--- config.mk ---
export PLATFORM = sky130hd
export DESIGN_NAME = collision_scheduler
export DESIGN_NICKNAME = d
export VERILOG_FILES = /design/src/rtl/frogger_pkg.sv /design/src/rtl/bbox_overlap.sv /design/src/rtl/collision_scheduler.sv
export SDC_FILE = /design/constraint.sdc
export NUM_CORES = 1
export LEC_CHECK = 0
export BUFFER_PORTS_ARGS = -buffer_cell sky130_fd_sc_hd__buf_2
export CAP_MARGIN = 20
export CORE_ASPECT_RATIO = 0.6
export CORE_MARGIN = 2
export CORE_UTILIZATION = 37
export CTS_CLUSTER_SIZE = 20
export DETAILED_ROUTE_END_ITERATION = 8
export HOLD_SLACK_MARGIN = 0.12
export PLACE_DENSITY = 0.64
export SYNTH_ARGS = -nofsm -noshare
export SYNTH_HDL_FRONTEND = slang
export SYNTH_SLANG_ARGS = --single-unit
--- constraint.sdc ---
create_clock -name i_Clk -period 5.7 [get_ports i_Clk]
set_clock_uncertainty 0.1 [all_clocks]
set_input_delay 0.57 -clock i_Clk [delete_from_list [all_inputs] [get_ports i_Clk]]
set_output_delay 0.57 -clock i_Clk [all_outputs]
set_load 0.03 [all_outputs]
--- src/rtl/frogger_pkg.sv ---
// Shared defaults and FSM encoding for the frogger collision logic.
package frogger_pkg;

  localparam int unsigned DEF_NUM_CARS  = 8;
  localparam int unsigned DEF_COORD_W   = 10;
  localparam int unsigned DEF_FROG_SIZE = 16;
  localparam int unsigned DEF_CAR_W     = 32;
  localparam int unsigned DEF_CAR_H     = 16;

  // Scan sequencer states.
  typedef enum logic [1:0] {
    S_IDLE    = 2'd0,
    S_FETCH   = 2'd1,
    S_COMPARE = 2'd2,
    S_DONE    = 2'd3
  } sched_state_e;

endpackage

--- src/rtl/bbox_overlap.sv ---
// Combinational axis-aligned box overlap test. Box A has size A_W x A_H,
// box B has size B_W x B_H; both given by their top-left corners.
module bbox_overlap #(
  parameter int unsigned COORD_W = 10,
  parameter int unsigned A_W     = 16,
  parameter int unsigned A_H     = 16,
  parameter int unsigned B_W     = 32,
  parameter int unsigned B_H     = 16
) (
  input  logic [COORD_W-1:0] i_Ax,
  input  logic [COORD_W-1:0] i_Ay,
  input  logic [COORD_W-1:0] i_Bx,
  input  logic [COORD_W-1:0] i_By,
  output logic               o_Overlap
);

  localparam int unsigned EW = COORD_W + 1;

  // One extra bit keeps the far edges from wrapping at the coordinate limit.
  logic [EW-1:0] w_ax, w_ay, w_bx, w_by;
  logic [EW-1:0] w_ax_end, w_ay_end, w_bx_end, w_by_end;

  assign w_ax = {1'b0, i_Ax};
  assign w_ay = {1'b0, i_Ay};
  assign w_bx = {1'b0, i_Bx};
  assign w_by = {1'b0, i_By};

  assign w_ax_end = w_ax + EW'(A_W);
  assign w_ay_end = w_ay + EW'(A_H);
  assign w_bx_end = w_bx + EW'(B_W);
  assign w_by_end = w_by + EW'(B_H);

  // Strict compares: boxes that only share an edge do not overlap.
  assign o_Overlap = (w_ax < w_bx_end) && (w_bx < w_ax_end) &&
                     (w_ay < w_by_end) && (w_by < w_ay_end);

endmodule

--- src/rtl/collision_scheduler.sv ---
// Sequential frog-vs-cars collision check: walks the car slots one at a
// time through a single shared overlap comparator, stops at the first hit.
module collision_scheduler
  import frogger_pkg::*;
#(
  parameter int unsigned NUM_CARS  = DEF_NUM_CARS,
  parameter int unsigned COORD_W   = DEF_COORD_W,
  parameter int unsigned FROG_SIZE = DEF_FROG_SIZE,
  parameter int unsigned CAR_W     = DEF_CAR_W,
  parameter int unsigned CAR_H     = DEF_CAR_H,
  localparam int unsigned IDX_W    = $clog2(NUM_CARS)
) (
  input  logic               i_Clk,
  input  logic               i_Rst,
  input  logic               i_Start,
  input  logic [COORD_W-1:0] i_Frog_X,
  input  logic [COORD_W-1:0] i_Frog_Y,
  output logic [IDX_W-1:0]   o_Car_Idx,
  input  logic [COORD_W-1:0] i_Car_X,
  input  logic [COORD_W-1:0] i_Car_Y,
  input  logic               i_Car_Valid,
  output logic               o_Busy,
  output logic               o_Done,
  output logic               o_Has_Collided,
  output logic [IDX_W-1:0]   o_Hit_Idx
);

  sched_state_e       r_state;
  sched_state_e       w_next_state;
  logic [COORD_W-1:0] r_frog_x;
  logic [COORD_W-1:0] r_frog_y;
  logic [IDX_W-1:0]   r_idx;
  logic               r_collided;
  logic [IDX_W-1:0]   r_hit_idx;
  logic               w_overlap;
  logic               w_hit;
  logic               w_last;

  bbox_overlap #(
    .COORD_W (COORD_W),
    .A_W     (FROG_SIZE),
    .A_H     (FROG_SIZE),
    .B_W     (CAR_W),
    .B_H     (CAR_H)
  ) u_overlap (
    .i_Ax      (r_frog_x),
    .i_Ay      (r_frog_y),
    .i_Bx      (i_Car_X),
    .i_By      (i_Car_Y),
    .o_Overlap (w_overlap)
  );

  assign w_hit  = i_Car_Valid && w_overlap;
  assign w_last = (r_idx == IDX_W'(NUM_CARS - 1));

  // State register.
  // NOTE: clocked state uses non-blocking assignments so every flop samples
  // pre-edge values regardless of block evaluation order.
  always_ff @(posedge i_Clk or posedge i_Rst) begin
    if (i_Rst) r_state <= S_IDLE;
    else       r_state <= w_next_state;
  end

  // Next-state decode.
  // NOTE: the default assignment up front means every path drives the
  // signal, so no latch is inferred.
  always_comb begin
    w_next_state = r_state;
    case (r_state)
      S_IDLE:    if (i_Start) w_next_state = S_FETCH;
      S_FETCH:   w_next_state = S_COMPARE;
      S_COMPARE: if (w_hit || w_last) w_next_state = S_DONE;
                 else                 w_next_state = S_FETCH;
      S_DONE:    w_next_state = S_IDLE;
      default:   w_next_state = S_IDLE;
    endcase
  end

  // Status outputs decoded from the current state.
  always_comb begin
    o_Busy = 1'b0;
    o_Done = 1'b0;
    case (r_state)
      S_FETCH, S_COMPARE: o_Busy = 1'b1;
      S_DONE:             o_Done = 1'b1;
      default:            ;
    endcase
  end

  // Datapath: frog latch, slot index and the held result.
  always_ff @(posedge i_Clk or posedge i_Rst) begin
    if (i_Rst) begin
      r_frog_x   <= '0;
      r_frog_y   <= '0;
      r_idx      <= '0;
      r_collided <= 1'b0;
      r_hit_idx  <= '0;
    end else begin
      case (r_state)
        S_IDLE: begin
          if (i_Start) begin
            r_frog_x   <= i_Frog_X;
            r_frog_y   <= i_Frog_Y;
            r_idx      <= '0;
            r_collided <= 1'b0;
            r_hit_idx  <= '0;
          end
        end
        S_COMPARE: begin
          if (w_hit) begin
            r_collided <= 1'b1;
            r_hit_idx  <= r_idx;
          end else if (!w_last) begin
            r_idx <= r_idx + IDX_W'(1);
          end
        end
        default: ;
      endcase
    end
  end

  assign o_Car_Idx      = r_idx;
  assign o_Has_Collided = r_collided;
  assign o_Hit_Idx      = r_hit_idx;

endmodule

; Yosys cells after proc, flatten, opt, wreduce, memory -nomap -nowiden
; Index checks and enable logic that the tools add are counted.
[word_totals]
reg_bits = 29
input_bits = 44
out_inout_bits = 9
elab_cells = 48
[classes]
addsub = 5
magnitude_cmp = 4
n_eq_ne = 8
mux = 14
n_reduce_logical = 11
[ops]
columns = op, n
row1 = $lt 10x11->1, 4
row2 = $add 10x5->11 const B, 3
row3 = $mux 3, 4
row4 = $pmux 3 s2, 2
row5 = $add 10x6->11 const B, 1
row6 = $ne 2x2->1 const B, 4
row7 = $pmux 2 s4, 1
row8 = $eq 2x2->1 const B, 2
row9 = $logic_and 1x1->1, 4
row10 = $mux 1, 4
row11 = $mux 2, 2
row12 = $reduce_and 4->1, 1
row13 = $add 3x1->3 const B, 1
row14 = $eq 3x3->1 const B, 1
row15 = $reduce_and 3->1, 1
row16 = $eq 2x1->1 const B, 1
row17 = $logic_not 2->1, 1
row18 = $pmux 1 s2, 1
row19 = $reduce_and 2->1, 1
row20 = $reduce_bool 2->1, 1
row21 = $reduce_or 2->1, 1
row22 = $logic_or 1x1->1, 1

; Logic depth before layout (Yosys ltp)
; Gate-level depths: netlist (run 1).
[logic_depth]
ltp_word = 9
mapped_depth = 13
depth_no_buf = 11

; By module
; Synthesis (run 1) repeated with hierarchy kept, for this count alone.
[unflattened]
cells_unflattened = 256
hier_area_um2 = 2524.9
[modules_own_cells]
columns = mod, instances, cells_each, area_per_inst_um2, seq_area_each_um2
row1 = collision_scheduler, 1, 104, 1375.1, 725.7
row2 = bbox_overlap, 1, 152, 1149.9, 0.0

; Least setup slack after synthesis (run 1)
; No wires, ideal clock.
[synth_timing]
path_type = flip-flop to flip-flop
from = reg r_frog_y[4]
to = reg r_hit_idx[2], in the netlist o_Hit_Idx[2]
setup_time_ns = 0.078
t_arrival_ns = 2.800
t_required_ns = 5.522
path_slack_ns = 2.722
stages_incl_launch_ff = 14
n_path_buf = 2
synth_period_minus_slack_ns = 2.978
cell_sequence = dfrtp_1 ha_1 nand3_1 xor2_1 ha_1 a21o_1 a21oi_1 o22ai_1 a2111oi_0 or4b_1 buf_2 buf_6 o41ai_2 o21bai_1
[synth_via]
elab_chain_len = 6
word_cells_on_any_way = 8
classes_between = add/sub: 1 / order compare: 2 / eq/ne: 1 / reduce/logical: 4
[synth_rtl]
columns = element, line
row1 = from (decl), collision_scheduler.sv:31  ; logic [COORD_W-1:0] r_frog_y;
row2 = from (signal assigned), collision_scheduler.sv:103  ; r_frog_y <= i_Frog_Y;
row3 = $add 10x5->11 or $lt 10x11->1 (tied branches), "bbox_overlap.sv:29, bbox_overlap.sv:35"
row4 = $lt 10x11->1 or $logic_and 1x1->1 (tied branches), "bbox_overlap.sv:35, bbox_overlap.sv:34"
row5 = $logic_and 1x1->1 *, bbox_overlap.sv:35  ; (w_ay < w_by_end) && (w_by < w_ay_end);
row6 = $logic_and 1x1->1 *, collision_scheduler.sv:53  ; assign w_hit = i_Car_Valid && w_overlap;
row7 = $ne 2x2->1 (no source line) *, --
row8 = $reduce_and 3->1 (no source line) *, --
row9 = to (signal assigned), collision_scheduler.sv:112  ; r_hit_idx <= r_idx;
row10 = to (decl), collision_scheduler.sv:34  ; logic [IDX_W-1:0] r_hit_idx;
; Mark *: on every way between the ends. The rest lies on a longest branch, timed or not.
; A chain may end at the register's enable or synchronous reset.

; Worst setup path in the final report (run 1)
[layout_timing]
from = reg r_frog_y[5]
to = reg r_hit_idx[2], in the netlist o_Hit_Idx[2]
; Same word-level chain as after synthesis.

==> run metrics, run 1 <==
CP dominant cell by count ha_1; Warnings, synthesis 0; drt pass-1 iters 4; Area Overhead vs Synth 17.8%; Hold WC Path Type in -> async; initial drt markers 101; Switch Pwr 0.594 mW; GRT Util Overall 0.160; LEAKAGE 1.45 nW; CTS root buf clkbuf_8; largest net degree at the start of global routing 30; slowest stage delay, CP 0.78 ns; post_cts resized 0; Peak VDD IR 0.000216 V; Longest Clk Path Bufs 2; outcome complete, no violations; core box area 6220 um2; placement-stage cell area 2770 um2; Sink Count 29; synthesized cell area 2420 um2; EDFF count, synth 0; Die ar. 7230 um2; most numerous cell in the Yosys netlist ha_1; asr flop ratio synth 1.00; HPWL Detailed 4300 um; Initial Utilization 0.390; vias in the first global route 1,948; Die Ht 66.7 um; DRT antenna net count 0; top post-synthesis cells by area dfrtp_1, ha_1, mux2_2; Slew @ Worst Pin 0.853 ns; drt wl/cell 13.5 um; Critical Path RT 5.80 ns; Flop pwr share 0.316; Yosys reg bits 29; Max-slew headroom 0.430; Top FF cell, synth dfrtp_1; Synth area leader dfrtp_1; overflow left after global routing 0; Total Routed Length 5350 um; crit path DAT 3.58 ns; Final min period 3.48 ns; worst-skew pair later-pin latency 0.28 ns; Ant. Diodes 0; Yosys cell types 37; CP startpoint kind flip-flop; Mapped Cells 254; proportion of layout cells with a drive suffix above 1 0.264; Fin. Hold Viols 0; antenna violations before repair 0; FF+latch area 726 um2; fillers 645; Syn Area/Cell 9.54 um2; syn nets 342; power per cell area 462 nW/um2; Clock Pin Slew Worst Setup and Hold Paths 0.07 ns; crit-path cells ha_1, nand3_1, xor2_1, ha_1, a21o_1, a21oi_1, o22ai_1, a2111oi_0, or4b_1, o41ai_2, o21bai_1; GPL Wtd Cong 0.825; Vias 2,038; Switching Fraction 0.451; Max Freq 0.287 GHz; nets 398; Critical Path Slowest Stage Cell or4b_1; CP Max Fanout 13; FP Rows 22; max_cap viols 0; first-pass GRT wire length 8910 um; Synth top area share 0.299; CTS tree done; Final Setup Violations 0; Setup crit end kind flip-flop; period utilization 0.611; DIE WIDTH 108 um; most instantiated cells after synthesis ha_1, dfrtp_1, inv_1, mux2_2, nand3_1; via-per-instance ratio 5.16; IO buf count 52; cts bufs inserted 5; postcts setup bufs 0; H-tree depth 2; RSZ-0062 raised after global routing no; register area share after synthesis 0.299; clock share of power 0.123; hold-fix buffers at CTS 0; area of the multi-input gates 1580 um2; Int Power 0.724 mW; Comb pwr share 0.561; final setup TNS 0 ns; Remaining DRCs 0; final instance area 2860 um2; Ports 53; CP Class reg -> reg; max-slew violation count 0
## cells by family (layout without fill, tap and decap cells)
kind of cell	Yosys count	after routing	synth area share
simple gates	56	56	0.111
compound gates	55	55	0.145
fa+ha+maj	44	44	0.227
buf+inv	30	87	0.0501
flops	29	29	0.299
mux	25	25	0.114
xor+xnor	15	15	0.0542
## sequential cells by signal, summed over array words and instances (netlist names)
name	flops
o_Car_Idx	3
o_Has_Collided	1
o_Hit_Idx	3
r_frog_x	10
r_frog_y	10
r_state	2
## cells in the final DEF (no fill, tap or decap)
master / n
buf_2: 52
ha_1: 44
dfrtp_1: 29
inv_1: 25
mux2_2: 20
nand3_1: 17
nand2_1: 15
a21oi_1: 12
o21ai_0: 12
nor2_1: 10
xor2_1: 10
o21ai_1: 7
nor2b_1: 5
xnor2_1: 5
mux2i_1: 5
clkbuf_8: 5
and3_1: 4
a21o_1: 4
o211ai_1: 4
a211oi_1: 3
nand4_1: 2
o22ai_1: 2
o21a_1: 2
clkinv_2: 2
a221oi_1: 1
a211o_1: 1
a31o_1: 1
a41oi_1: 1
nor3_1: 1
a2111oi_0: 1
or4b_1: 1
inv_2: 1
and2_1: 1
o41ai_2: 1
o21bai_1: 1
a2bb2oi_1: 1
o31a_1: 1
clkbuf_1: 1
buf_4: 1
## routing by layer
| metal | GRT usage | part of all wire | vias to the layer above |
|---|---|---|---|
| met5 | 0 | 0 | - |
| met4 | 0.0481 | 0.011 | 0 |
| met3 | 0.0274 | 0.050 | 6 |
| met2 | 0.243 | 0.42 | 51 |
| met1 | 0.232 | 0.52 | 967 |
| li1 | - | - | 1014 |
## worst paths after layout
check / endpoint / depth (start not counted) / from / slack [ns]
max: o_Hit_Idx[2]$_DFFE_PP0P_ / 11 / r_frog_y[5]$_DFFE_PP0P_ / 2.22
max reg2reg: o_Hit_Idx[2]$_DFFE_PP0P_ / 11 / r_frog_y[5]$_DFFE_PP0P_ / 2.22
min in group i_Clk: r_frog_x[6]$_DFFE_PP0P_ / 2 / i_Frog_X[6] / 0.42
max in group asynchronous: o_Hit_Idx[2]$_DFFE_PP0P_ / 3 / i_Rst / 4.97
min reg2reg: r_frog_x[3]$_DFFE_PP0P_ / 1 / r_frog_x[3]$_DFFE_PP0P_ / 0.44
min: o_Car_Idx[0]$_DFFE_PP0P_ / 3 / i_Rst / 0.25
## cell type report
cell class | instances | area share
clock inverter | 2 | 0.00351
inverter | 26 | 0.0342
tap | 84 | 0.0368
sequential | 29 | 0.254
timing repair buffer | 53 | 0.0938
multi-input combinational | 195 | 0.552
clock buffer | 6 | 0.0254
## power by group through the flow
stage               sequential [mW]  clock, mW  combinational [mW]
finish                        0.417      0.162               0.740
global route                  0.435      0.179               0.851
CTS                           0.416      0.168               0.745
detailed placement            0.419          0               0.738
global placement              0.415          0               0.722
floorplan                     0.404          0               0.564
## worst max-delay path, delay by kind of cell (launching register included)
family / cells / cell delay [ns]
compound gates: 6 / 1.26
simple gates: 2 / 0.89
fa+ha+maj: 2 / 0.55
flops: 1 / 0.44
xor+xnor: 1 / 0.16
## stage by stage
step	setup WS [ns]	cells	utilization	hold WS (ns)	total power, mW
floorplan	2.72	254	-	0.395	0.968
global placement	2.38	387	0.446	0.410	1.14
detailed placement	2.31	387	0.446	0.421	1.16
CTS	2.29	395	0.459	0.263	1.33
global route	2.13	395	0.459	0.274	1.47
finish	2.22	395	0.459	0.249	1.32
Power figures use the tool's default switching activity.
==> inputs of run 2 (changes only) <==
- PLACE_DENSITY: 0.64 -> 0.66
- clock period: 5.7 -> 3 ns (I/O delays scaled with it)
==> run 2 against run 1 <==
The flow now finishes with violations (negative setup slack). Critical path depth down 1. Cell count grew 2.3%. Setup slack worse by 2.2 ns. Clock power increased by 100%. Via count up 1.7%. Register-to-register slack got worse by 2.2 ns. Total power up 100%. Global-route usage increased by 0.17 points. Routed wire length up 6.5%. Core utilization grew 2.1 points. Largest power group unchanged.
==> run metrics, run 2 (synthesis results as in run 1) <==
outcome finished, violations left; failing checks negative setup slack; Longest Clk Path Bufs 2 (unchanged); Final min period 3.00 ns (-0.482 ns); core box area 6220 um2 (unchanged); CTS root buf clkbuf_8; Peak VDD IR 0.000352 V (+63%); Util after Layout 0.480 (+0.0213); CP Class reg -> reg; Final Setup Violations 1 (+1); H-tree depth 2 (unchanged); first-pass GRT wire length 9070 um (+1.8%); Setup crit end kind flip-flop; buffers plus inverters on the worst setup path 1 (+1); worst-skew pair later-pin latency 0.28 ns (about the same); leading cell type in the layout, fill and taps excluded buf_2; Power, Total 2.68 mW (+100%); Ant. Diodes 0 (unchanged); hold endpoint r_frog_x[6]$_DFFE_PP0P_; Comb pwr share 0.600 (+0.039); drt wl/cell 14.1 um (+4.1%); hold path cells 2; nets 408 (+2.5%); Vias 2,072 (+1.7%); post-route setup slack -0.00129 ns (-2.22 ns); HPWL Detailed 4530 um (+5.4%); antenna violations before repair 0 (unchanged); CP startpoint kind flip-flop; Die Ht 66.7 um (unchanged); Area Overhead vs Synth 23.3%; slowest stage delay, CP 0.62 ns (-0.16 ns); commonest non-fill, non-tap cells in the layout buf_2, ha_1, dfrtp_1, inv_1, mux2_2; drt pass-1 iters 5 (+1); CTS tree done; worst r2r src r_frog_x[4]$_DFFE_PP0P_; Hold Startpoint i_Frog_X[6]; crit path DAT 3.10 ns (-0.48 ns); DRT antenna net count 0 (unchanged); CP delay by family, top compound AO/OA/AOI/OAI gates; R2R Setup Slk -0.001 ns (-2.22 ns); max-slew violation count 0 (unchanged); proportion of layout cells with a drive suffix above 1 0.306 (+0.0426); Hold WC Path Type in -> reg; Remaining DRCs 0 (unchanged); Slew @ Worst Pin 0.925 ns (+0.0721 ns); Switch Pwr 1.19 mW (+100%); LEAKAGE 1.50 nW (+3.6%); Clock Pin Slew Worst Setup and Hold Paths 0.06 ns (about the same); r2r endpoint o_Hit_Idx[2]$_DFFE_PP0P_; Initial Utilization 0.390 (unchanged); initial drt markers 50 (-50%); Flop pwr share 0.280 (-0.036); crit-path cells ha_1, inv_1, ha_1, a211o_1, a31o_1, a41oi_1, nor3_1, or4b_4, o41ai_2, o21bai_1; Fin. Hold Viols 0 (unchanged); postcts setup bufs 0 (unchanged); cts bufs inserted 5 (unchanged); clock share of power 0.121 (-0.002); Max Freq 0.333 GHz (+16%); vias in the first global route 1,983 (+1.8%); GPL Wtd Cong 0.826 (+0.11%); CP Max Fanout 7 (-6); largest net degree at the start of global routing 21 (-30%); via-per-instance ratio 5.13 (-0.60%); power per cell area 897 nW/um2 (+94%); Critical Path RT 3.10 ns (-2.70 ns); Critical Path Slowest Stage Cell or4b_4; max_cap viols 0 (unchanged); Total Routed Length 5690 um (+6.5%); CP dominant cell by count ha_1; IO buf count 52 (unchanged); period utilization 1.00 (+0.389); FP Rows 22 (unchanged); Die ar. 7230 um2 (unchanged); DIE WIDTH 108 um (unchanged); Ports 53 (unchanged); Switching Fraction 0.444 (-0.00689); Int Power 1.49 mW (+110%); overflow left after global routing 0 (unchanged); r2r worst-path depth 10 (-1); Max-slew headroom 0.382 (-0.0482); biggest regs r_frog_x x10, r_frog_y x10; GRT Util Overall 0.162 (+0.00167); RSZ-0062 raised after global routing yes; Sink Count 29 (unchanged)
-- run 2: cell type report --
cell class,count,area (um2)
Fill cell,617,3230
Sequential cell,29,727
Multi-Input combinational cell,196,1630
Clock buffer,7,86.3
Inverter,26,97.6
Timing Repair Buffer,62,338
Tap cell,84,105
-- run 2: power by group through the flow --
stage | Sequential, mW | Clock [mW] | Combinational [mW]
6_report | 0.750 | 0.324 | 1.61
5_1_grt | 0.776 | 0.357 | 1.81
4_1_cts | 0.742 | 0.336 | 1.52
3_3_place_gp | 0.743 | 0 | 1.48
2_1_floorplan | 0.768 | 0 | 1.07
3_5_place_dp | 0.748 | 0 | 1.52
-- run 2: worst register-to-register path, cell delays in order, from the launching register on --
cell	delay (ns)
dfrtp_1	0.39
ha_1	0.29
inv_1	0.04
ha_1	0.30
a211o_1	0.30
a31o_1	0.19
a41oi_1	0.19
nor3_1	0.12
or4b_4	0.62
o41ai_2	0.22
o21bai_1	0.16
-- run 2: how the worst max path moves through the flow --
stage / slack (ns) / from / depth (start not counted) / to
2_1_floorplan: 0.02 / r_frog_y[4]$_DFFE_PP0P_ / 13 / o_Hit_Idx[2]$_DFFE_PP0P_
3_3_place_gp: 0.003 / r_frog_y[4]$_DFFE_PP0P_ / 12 / o_Hit_Idx[2]$_DFFE_PP0P_
3_5_place_dp: -0.13 / r_frog_y[4]$_DFFE_PP0P_ / 12 / o_Hit_Idx[2]$_DFFE_PP0P_
4_1_cts: 0.008 / r_frog_y[4]$_DFFE_PP0P_ / 11 / o_Hit_Idx[2]$_DFFE_PP0P_
5_1_grt: -0.07 / r_frog_y[4]$_DFFE_PP0P_ / 11 / o_Hit_Idx[2]$_DFFE_PP0P_
6_report: -0.001 / r_frog_x[4]$_DFFE_PP0P_ / 10 / o_Hit_Idx[2]$_DFFE_PP0P_
-- run 2: timing repair --
item                                    4_1_cts  5_1_grt
hold buffers                                  1        0
pin swaps                                     1        1
resized for setup                             1       11
endpoints found under the hold margin        14        0
cloned                                        0        1
endpoints found under the setup margin        8        8
-- run 2: per-stage QoR --
step | hold WS, ns | TNS (ns) | std cells | instance area [um2] | worst slack (ns)
after floorplan | 0.278 | 0 | 254 | 2420 | 0.0219
after global placement | 0.287 | 0 | 396 | 2840 | 0.00274
after detailed placement | 0.296 | -0.229 | 396 | 2840 | -0.127
after CTS | 0.146 | 0 | 403 | 2930 | 0.00764
after global routing | 0.134 | -0.0692 | 404 | 2990 | -0.0676
final | 0.151 | -0.00129 | 404 | 2990 | -0.00129
-- run 2: routing by layer --
metal	wire length [um]	share of wire	GRT usage	vias to the layer above
met5	0	0	0	-
met2	2390	0.42	0.251	41
li1	-	-	-	1038
met4	8	0.0014	0.0192	0
met3	307	0.054	0.0499	2
met1	2990	0.53	0.228	991
